===== src/rtl/traffic_pkg.sv =====
// -----------------------------------------------------------------------------
// traffic_pkg
// Shared types and helpers for the intersection phase controller.
//   phase_t     : the six sequencing phases plus the flashing-yellow fallback
//   LAMP_*      : one-hot lamp encodings {red,yellow,green}
//   next_phase  : successor in the normal NS -> EW rotation
//   phase_dur   : phase duration in ticks for a given set of durations
// -----------------------------------------------------------------------------
package traffic_pkg;

    typedef enum logic [2:0] {
        NS_GREEN  = 3'd0,
        NS_YELLOW = 3'd1,
        ALLRED_A  = 3'd2,
        EW_GREEN  = 3'd3,
        EW_YELLOW = 3'd4,
        ALLRED_B  = 3'd5,
        FLASH     = 3'd6
    } phase_t;

    localparam logic [2:0] LAMP_RED = 3'b100;
    localparam logic [2:0] LAMP_YEL = 3'b010;
    localparam logic [2:0] LAMP_GRN = 3'b001;
    localparam logic [2:0] LAMP_OFF = 3'b000;

    // FLASH always resumes through ALLRED_B so the cross street clears first.
    function automatic phase_t next_phase(input phase_t s);
        phase_t n;
        case (s)
            NS_GREEN:  n = NS_YELLOW;
            NS_YELLOW: n = ALLRED_A;
            ALLRED_A:  n = EW_GREEN;
            EW_GREEN:  n = EW_YELLOW;
            EW_YELLOW: n = ALLRED_B;
            ALLRED_B:  n = NS_GREEN;
            default:   n = ALLRED_B;
        endcase
        return n;
    endfunction

    function automatic int phase_dur(input phase_t s, input int green_s,
                                     input int yellow_s, input int allred_s);
        int d;
        case (s)
            NS_GREEN, EW_GREEN:   d = green_s;
            NS_YELLOW, EW_YELLOW: d = yellow_s;
            ALLRED_A, ALLRED_B:   d = allred_s;
            default:              d = 1;
        endcase
        return d;
    endfunction

    function automatic logic is_green(input phase_t s);
        return (s == NS_GREEN) || (s == EW_GREEN);
    endfunction

    function automatic logic is_allred(input phase_t s);
        return (s == ALLRED_A) || (s == ALLRED_B);
    endfunction

endpackage


===== src/rtl/traffic_phase_ctrl_phase_timer.sv =====
// -----------------------------------------------------------------------------
// phase_timer
// Loadable down-counter holding the ticks left in the current phase minus one.
//   clk, rst  : clock, synchronous active-high reset (count <= RST_VAL)
//   load      : load load_val (takes priority over dec)
//   load_val  : value to load
//   dec       : decrement by one; holds at zero
//   count     : current value
//   zero      : terminal count, count == 0
// -----------------------------------------------------------------------------
module phase_timer #(
    parameter int             W       = 5,
    parameter logic [W-1:0]   RST_VAL = '0
) (
    input  logic         clk,
    input  logic         rst,
    input  logic         load,
    input  logic [W-1:0] load_val,
    input  logic         dec,
    output logic [W-1:0] count,
    output logic         zero
);

    always_ff @(posedge clk) begin
        if (rst) begin
            count <= RST_VAL;
        end else if (load) begin
            count <= load_val;
        end else if (dec && (count != '0)) begin
            count <= count - W'(1);
        end
    end

    assign zero = (count == '0);

endmodule


===== src/rtl/traffic_phase_ctrl.sv =====
// -----------------------------------------------------------------------------
// traffic_phase_ctrl
// Two-road intersection phase controller advanced by a 1 s tick strobe.
//   clk, rst    : clock, synchronous active-high reset
//   tick        : one-cycle seconds strobe
//   en          : 1 = normal sequencing, 0 = flashing yellow
//   ped_req     : pedestrian request pulse (latched)
//   ns_light    : north-south lamps {red,yellow,green}
//   ew_light    : east-west lamps {red,yellow,green}
//   walk        : pedestrian walk lamp
//   remaining   : ticks left in the current phase minus one
//   phase_last  : final tick of a sequencing phase
//
// state     | meaning
// ----------+-------------------------------------------------------
// NS_GREEN  | north-south green, east-west red
// NS_YELLOW | north-south yellow, east-west red
// ALLRED_A  | both red; walk served here if requested during NS
// EW_GREEN  | east-west green, north-south red
// EW_YELLOW | east-west yellow, north-south red
// ALLRED_B  | both red; walk served here if requested during EW
// FLASH     | both yellow blinking on tick, sequencing suspended
// -----------------------------------------------------------------------------
module traffic_phase_ctrl
    import traffic_pkg::*;
#(
    parameter int pGREEN_S   = 20,
    parameter int pYELLOW_S  = 3,
    parameter int pALLRED_S  = 2,
    parameter int pPED_MIN_S = 5,
    localparam int pCNT_W    = (pGREEN_S > 1) ? $clog2(pGREEN_S) : 1
) (
    input  logic              clk,
    input  logic              rst,
    input  logic              tick,
    input  logic              en,
    input  logic              ped_req,
    output logic [2:0]        ns_light,
    output logic [2:0]        ew_light,
    output logic              walk,
    output logic [pCNT_W-1:0] remaining,
    output logic              phase_last
);

    localparam logic [pCNT_W-1:0] GREEN_LOAD = pCNT_W'(pGREEN_S - 1);
    localparam logic [pCNT_W-1:0] ALLRED_LOAD = pCNT_W'(pALLRED_S - 1);
    localparam logic [pCNT_W-1:0] PED_MIN = pCNT_W'(pPED_MIN_S);

    phase_t            state, state_nxt;
    logic              ped_pend, ped_pend_nxt;
    logic              walk_phase, walk_phase_nxt;
    logic              flash_bit, flash_bit_nxt;
    logic              ped_eff;
    logic              t_load, t_dec, t_zero;
    logic [pCNT_W-1:0] t_load_val;

    phase_timer #(
        .W       (pCNT_W),
        .RST_VAL (GREEN_LOAD)
    ) u_timer (
        .clk      (clk),
        .rst      (rst),
        .load     (t_load),
        .load_val (t_load_val),
        .dec      (t_dec),
        .count    (remaining),
        .zero     (t_zero)
    );

    always_ff @(posedge clk) begin
        if (rst) begin
            state      <= NS_GREEN;
            ped_pend   <= 1'b0;
            walk_phase <= 1'b0;
            flash_bit  <= 1'b0;
        end else begin
            state      <= state_nxt;
            ped_pend   <= ped_pend_nxt;
            walk_phase <= walk_phase_nxt;
            flash_bit  <= flash_bit_nxt;
        end
    end

    always_comb begin
        state_nxt      = state;
        ped_pend_nxt   = ped_pend;
        walk_phase_nxt = walk_phase;
        flash_bit_nxt  = flash_bit;
        t_load         = 1'b0;
        t_load_val     = '0;
        t_dec          = 1'b0;
        // A request arriving this cycle counts as already pending.
        ped_eff        = ped_pend | ped_req;

        if (!en) begin
            // Disable beats any tick; the first FLASH cycle always shows yellow.
            state_nxt      = FLASH;
            t_load         = 1'b1;
            t_load_val     = '0;
            ped_pend_nxt   = 1'b0;
            walk_phase_nxt = 1'b0;
            if (state != FLASH) begin
                flash_bit_nxt = 1'b1;
            end else if (tick) begin
                flash_bit_nxt = ~flash_bit;
            end
        end else if (state == FLASH) begin
            state_nxt      = ALLRED_B;
            t_load         = 1'b1;
            t_load_val     = ALLRED_LOAD;
            walk_phase_nxt = 1'b0;
            ped_pend_nxt   = ped_req;
            flash_bit_nxt  = 1'b0;
        end else if (tick && t_zero) begin
            state_nxt  = next_phase(state);
            t_load     = 1'b1;
            t_load_val = pCNT_W'(phase_dur(state_nxt, pGREEN_S, pYELLOW_S,
                                           pALLRED_S) - 1);
            if (is_allred(state_nxt)) begin
                // The pending request is served by this all-red phase.
                walk_phase_nxt = ped_eff;
                ped_pend_nxt   = 1'b0;
            end else begin
                walk_phase_nxt = 1'b0;
                ped_pend_nxt   = ped_eff;
            end
        end else begin
            ped_pend_nxt = ped_eff;
            // Clamp takes the place of the decrement in the same cycle.
            if (is_green(state) && ped_eff && (remaining > PED_MIN)) begin
                t_load     = 1'b1;
                t_load_val = PED_MIN;
            end else begin
                t_dec = tick;
            end
        end
    end

    always_comb begin
        ns_light = LAMP_RED;
        ew_light = LAMP_RED;
        case (state)
            NS_GREEN:  ns_light = LAMP_GRN;
            NS_YELLOW: ns_light = LAMP_YEL;
            EW_GREEN:  ew_light = LAMP_GRN;
            EW_YELLOW: ew_light = LAMP_YEL;
            FLASH: begin
                ns_light = flash_bit ? LAMP_YEL : LAMP_OFF;
                ew_light = flash_bit ? LAMP_YEL : LAMP_OFF;
            end
            default: begin
                ns_light = LAMP_RED;
                ew_light = LAMP_RED;
            end
        endcase
    end

    assign walk       = walk_phase;
    assign phase_last = t_zero && (state != FLASH);

endmodule


===== config.mk =====
export PLATFORM = sky130hd
export DESIGN_NAME = traffic_phase_ctrl
export DESIGN_NICKNAME = d
export VERILOG_FILES = /design/src/rtl/traffic_pkg.sv /design/src/rtl/traffic_phase_ctrl_phase_timer.sv /design/src/rtl/traffic_phase_ctrl.sv
export SDC_FILE = /design/constraint.sdc
export NUM_CORES = 1
export LEC_CHECK = 0
export ABC_CLOCK_PERIOD_IN_PS = 2500
export CAP_MARGIN = 10
export CORE_ASPECT_RATIO = 0.8
export CORE_MARGIN = 4
export CORE_UTILIZATION = 25
export DETAILED_ROUTE_END_ITERATION = 7
export GPL_TIMING_DRIVEN = 0
export PLACE_DENSITY_LB_ADDON = 0.2
export SYNTH_ARGS = -nofsm -noshare
export SYNTH_HDL_FRONTEND = slang
export SYNTH_HIERARCHICAL = 1
export SYNTH_SLANG_ARGS = --single-unit

===== constraint.sdc =====
create_clock -name clk -period 2.5 [get_ports clk]
set_input_delay 0.25 -clock clk [delete_from_list [all_inputs] [get_ports clk]]
set_output_delay 0.25 -clock clk [all_outputs]
set_load 0.1 [all_outputs]

Word level (Yosys, flattened, before mapping)
Index checks and enable logic that the tools add are counted.
Storage, ports and cells
  register bits: 11
  bits in latches: 0
  bits in writable memories: 0
  memory bits (read-only): 0
  bits of input ports: 5
  output and inout port bits: 13
  word-level logic and storage cells: 82
  memories: 0
Operators by class
  add/subtract/negate cells: 2
  multiply operators: 0
  div/mod/pow operators: 0
  $lt $le $gt $ge: 1
  eq/ne operators: 14
  shift operators: 0
  muxes and demuxes: 36
  bitwise gates (word level): 3
  reductions and logical operators: 20
Operators by type and width (number)
  $mux W5: 8
  $mux W3: 7
  $pmux W3 S3: 2
  $mux W1: 16
  $eq A3 B3 Y1 const B: 5
  $pmux W3 S5: 1
  $pmux W5 S3: 1
  $eq A3 B2 Y1 const B: 4
  $reduce_or A2 Y1: 4
  $eq A3 B1 Y1 const B: 2
  $logic_not A3 Y1: 2
  $gt A5 B3 Y1 const B: 1
  $logic_and A1 B1 Y1: 5
  $logic_not A5 Y1: 1
  $reduce_bool A5 Y1: 1
  $sub A5 B1 Y5 const B: 1
  $sub A5 B2 Y5 const B: 1
  $reduce_bool A2 Y1: 2
  $ne A3 B1 Y1 const B: 1
  $ne A3 B3 Y1 const B: 1
  $reduce_bool A3 Y1: 1
  $reduce_or A3 Y1: 1
  $logic_or A1 B1 Y1: 2
  $mux W2: 1
  4 further kinds: 5

Depth between registers and ports, before layout
  depth after elaboration: 16
  mapped depth: 11
  depth with buffers taken out: 9

Hierarchy
Netlist, hierarchy kept.
By module, submodules not included
  traffic_phase_ctrl: times used 1, cells an instance 71, area an instance 514.2 µm², seq. area each 120.1 µm²
  phase_timer: times used 1, cells an instance 35, area an instance 322.8 µm², seq. area each 100.1 µm²

Worst setup path after synthesis
OpenSTA, ideal clock, no wires.
  path kind: register to register
  start: reg u_timer.count[0]
  end: reg u_timer.count[2]
  setup time: 95 ps
  data arrival time: 3326 ps
  required time: 2405 ps
  setup slack: -921 ps
  cell stages (with the launch flop): 10
  buffers on the path: 1
  period minus slack after synthesis: 3421 ps
  cells stage by stage: dfxtp_1 inv_1 ha_1 or4b_1 buf_6 inv_1 nor4b_1 nand2_1 or3_1 a221oi_1
Between the ends
  elaborated cells on any way between the ends: 22
  those cells by class: 1 x add/sub; 1 x order compare; 14 x mux; 6 x reduce/logical
RTL lines
  start: declaration: RTL line traffic_phase_ctrl_phase_timer.sv:20  | output logic [W-1:0] count,
  start signal: assignment: RTL line traffic_phase_ctrl_phase_timer.sv:28  | count <= load_val;
  start signal: assignment: RTL line traffic_phase_ctrl_phase_timer.sv:30  | count <= count - W'(1);
  $logic_not A5 Y1: RTL line traffic_phase_ctrl_phase_timer.sv:34  | assign zero = (count == '0);
  net t_zero: RTL line traffic_phase_ctrl.sv:54  | logic t_load, t_dec, t_zero;
  $logic_and A1 B1 Y1: RTL line traffic_phase_ctrl.sv:114  | end else if (tick && t_zero) begin
  $mux W1: RTL line traffic_phase_ctrl.sv:114
  $mux W1: RTL line traffic_phase_ctrl.sv:107  | end else if (state == FLASH) begin
  $mux W1: RTL line traffic_phase_ctrl.sv:95  | if (!en) begin
  net t_dec: RTL line traffic_phase_ctrl.sv:54
  $logic_and A1 B1 Y1: RTL line traffic_phase_ctrl_phase_timer.sv:29  | end else if (dec && (count != '0)) begin
  $reduce_bool A2 Y1 (no line)
The timed path passes the listed nets, and every way through them passes these cells. The select of a mux whose other input is x is not followed.
A chain may end at the register's enable or synchronous reset.

Worst setup path after layout
  start: reg state[0]
  end: out ew_light[0]
Between the ends
  cells in the longest elaborated chain, start to end: 2
  elaborated cells on any way between the ends: 4
  those cells by class: 3 x eq/ne; 1 x mux
RTL lines
  start: declaration: RTL line traffic_phase_ctrl.sv:49  | phase_t state, state_nxt;
  start signal: assignment: RTL line traffic_phase_ctrl.sv:77  | state <= state_nxt;
  $eq A3 B3 Y1 or $eq A3 B2 Y1 (tied branches): RTL line traffic_phase_ctrl.sv:142  | case (state)
  $pmux W3 S3 (*): RTL line traffic_phase_ctrl.sv:142
  end: declaration: RTL line traffic_phase_ctrl.sv:39  | output logic [2:0] ew_light,
Every way passes the cells marked *; elsewhere a longest branch is shown, timed or not.

==> metrics.txt <==
PwrDens=576 mW/mm²; Netlist cell types=slightly above 40; Final Instance Area=0.00115 mm²; Routed Antenna Nets=0; gr usage total=0.104; number of rows in the core area=18; Hold Violations, Final=0; vias post-DR=827; Slowest-stage cell, CP=clkdlybuf4s50_1; Critical Path RT=2.25 ns; Worst Tran Pin Value=0.970 ns; largest stage delay on the critical path=1.14 ns; Post-synth EDFFs=0; Crit Path Category=register to primary output; DR DRC count=0; GR Overflow Total=0; H-Tree Depth=1; Clock power frac=0.269; Top FF cell, synth=dfxtp_1; synth warn=6; CP startpoint kind=register; Reg clk slew, reported paths=0.05 ns; Leakage=around 0.00041 µW; headroom to the max-slew limit=0.352; core area=about 0.0032 mm²; clock buffer depth=2; internal power=around 380 µW; Worst Path Arrival=2.11 ns; Critical Path, Cell by Cell=nand2_1 > nor2_2 > clkdlybuf4s50_1; switching share of total power=0.421; Area after DPL=roughly 0.0011 mm²; TritonCTS Buffers=3; maximum vdd drop=0.000189 V; register bit count reported by yosys=11; CTS sink count=11; syn nets=113; Max Fclk=424 MHz; skew final=0.00319 ns; WP buf/inv=1; initial antenna violation count=0; Worst Setup End Kind=primary output; number of global-route vias before repair=746; Post-Route WL=2120 µm; GP Congestion=0.728; average wire per standard cell=12.8 µm; Antenna diodes=0; TritonCTS clock tree=done; Die X=slightly above 70 µm; synthesis-to-layout area growth=37.4%; share of cells above drive strength 1=0.262; clock root buffer=clkbuf_8; Worst-Skew Late Latency=0.24 ns; top fanout value on the critical path=7; MaxCap Viol Count=0; Synth Cell Area=837 µm²; fin nets=134; num ports=18; Gate Count Post-Synth=106; sequential area share after synthesis=0.263; area of the die=0.00434 mm²; Sum Neg Setup Slack=0 ns; asr flop ratio synth=0; minimum clock period=approximately 2.4 ns; HP Class=primary input to register; R2R Setup Slk=0.17 ns; Initial DRC Count=20; switching pwr=279 µW; TritonRoute pass-1 iters=4; unrepaired setup endpoints after global routing=false; Slew Viols, Final=0; number of setup violations in the final report=0; DPL Wire Length=1610 µm; crit share post-route=0.944; largest net degree at the start of global routing=12; PortBufs=16; Die Height=59.8 µm; first-pass GRT wire length=3480 µm; CP top delay family=buffers and inverters; Gate power share=0.413; initial core utilization=0.265; most frequent cells in the layout=a21oi_1, clkdlybuf4s50_1, inv_1; vias per cell=4.98; Post-Syn Area per Cell=around 7.9 µm²; outcome=complete, no violations; Flop pwr share=0.318
==> worst register-to-register path: cells and delay by family, from the launching register on <==
kind | cells | cell delay [ns]
and+or+nand+nor | 3 | 0.76
AOI/OAI and AO/OA | 2 | 0.32
adders and majority gates | 1 | 0.17
buffers and inverters | 4 | 0.59
DFF | 1 | 0.36
==> cell usage after synthesis (2+ instances only) <==
cell | number | area share
nand2_1 | 9 | 0.040
a311oi_1 | 2 | 0.021
buf_6 | 2 | 0.027
a211oi_1 | 2 | 0.018
clkbuf_1 | 4 | 0.018
xnor2_1 | 2 | 0.021
nor2b_1 | 2 | 0.015
or3_1 | 3 | 0.022
nor3_1 | 4 | 0.024
and2_1 | 2 | 0.015
mux2i_1 | 2 | 0.024
ha_1 | 2 | 0.030
o22ai_1 | 2 | 0.015
nor2_1 | 8 | 0.036
inv_1 | 9 | 0.040
o21ai_0 | 4 | 0.024
a21oi_1 | 11 | 0.066
and3_1 | 2 | 0.015
dfxtp_1 | 11 | 0.26
a221oi_1 | 2 | 0.021
==> what timing repair did <==
action	in CTS	in global routing
hold buffers	0	0
pin swaps	1	1
endpoints found under the setup margin	10	2
buffers inserted	1	0
resized for setup	19	6
==> power by group through the flow <==
stage          clock [µW]  combinational [µW]  sequential (µW)
6_report              179                 274              211
5_1_grt               198                 289              214
4_1_cts               185                 274              211
3_5_place_dp            0                 271              214
3_3_place_gp            0                 269              214
2_1_floorplan           0                 150              273
==> registers in the layout, indices dropped and copies added (netlist names) <==
register,count
flash_bit,1
ped_pend,1
state,3
u_timer/count,5
walk,1
==> cells by family (layout without fill, tap and decap cells) <==
logic type,Yosys count,count (layout),share of synthesized area
XOR/XNOR,2,2,0.0209
AO/OA/AOI/OAI,32,32,0.296
multiplexers,2,2,0.0239
other,1,1,0.00448
flip-flops,11,11,0.263
AND/OR/NAND/NOR,40,40,0.272
adder cells (fa/ha/maj),2,2,0.0299
buffers and inverters,16,36,0.0897
==> per-stage QoR <==
stage                     hold slack, ns  setup slack [ns]  utilization  std cells  power (µW)
final                              0.416             0.141        0.365        166         663
after global routing               0.441           0.00542        0.365        166         701
after CTS                          0.421            0.0287        0.362        166         670
after detailed placement           0.479            -0.326        0.343        162         486
after global placement             0.472            -0.280        0.343        162         483
after floorplan                    0.319           -0.0919            -        106         423
==> path summary, 6_finish.rpt <==
path,endpoint,cells after the start,start
worst max-delay path,ew_light[0],3,state[0]
worst min-delay path,state[2],2,en
worst max register to register,u_timer/count[2],10,u_timer/count[0]
worst min register to register,walk,2,walk
==> cell type report <==
cell class	instances	area, µm²
clock buffers	4	45.0
well taps	40	50.0
inverters	9	33.8
fillers	342	2000
repair buffers	17	166
multi-input cells	79	582
plain buffers	6	41.3
flip-flops and latches	11	231
==> metal layers <==
| layer | track usage | vias up | wire [µm] |
|---|---|---|---|
| li1 | - | 420 | - |
| met1 | 0.141 | 392 | 1060 |
| met2 | 0.157 | 15 | 984 |
| met3 | 0.0387 | 0 | 83 |
| met4 | 0.0237 | 0 | 0 |
| met5 | 0 | - | 0 |
(Power assumes the default switching activity.)
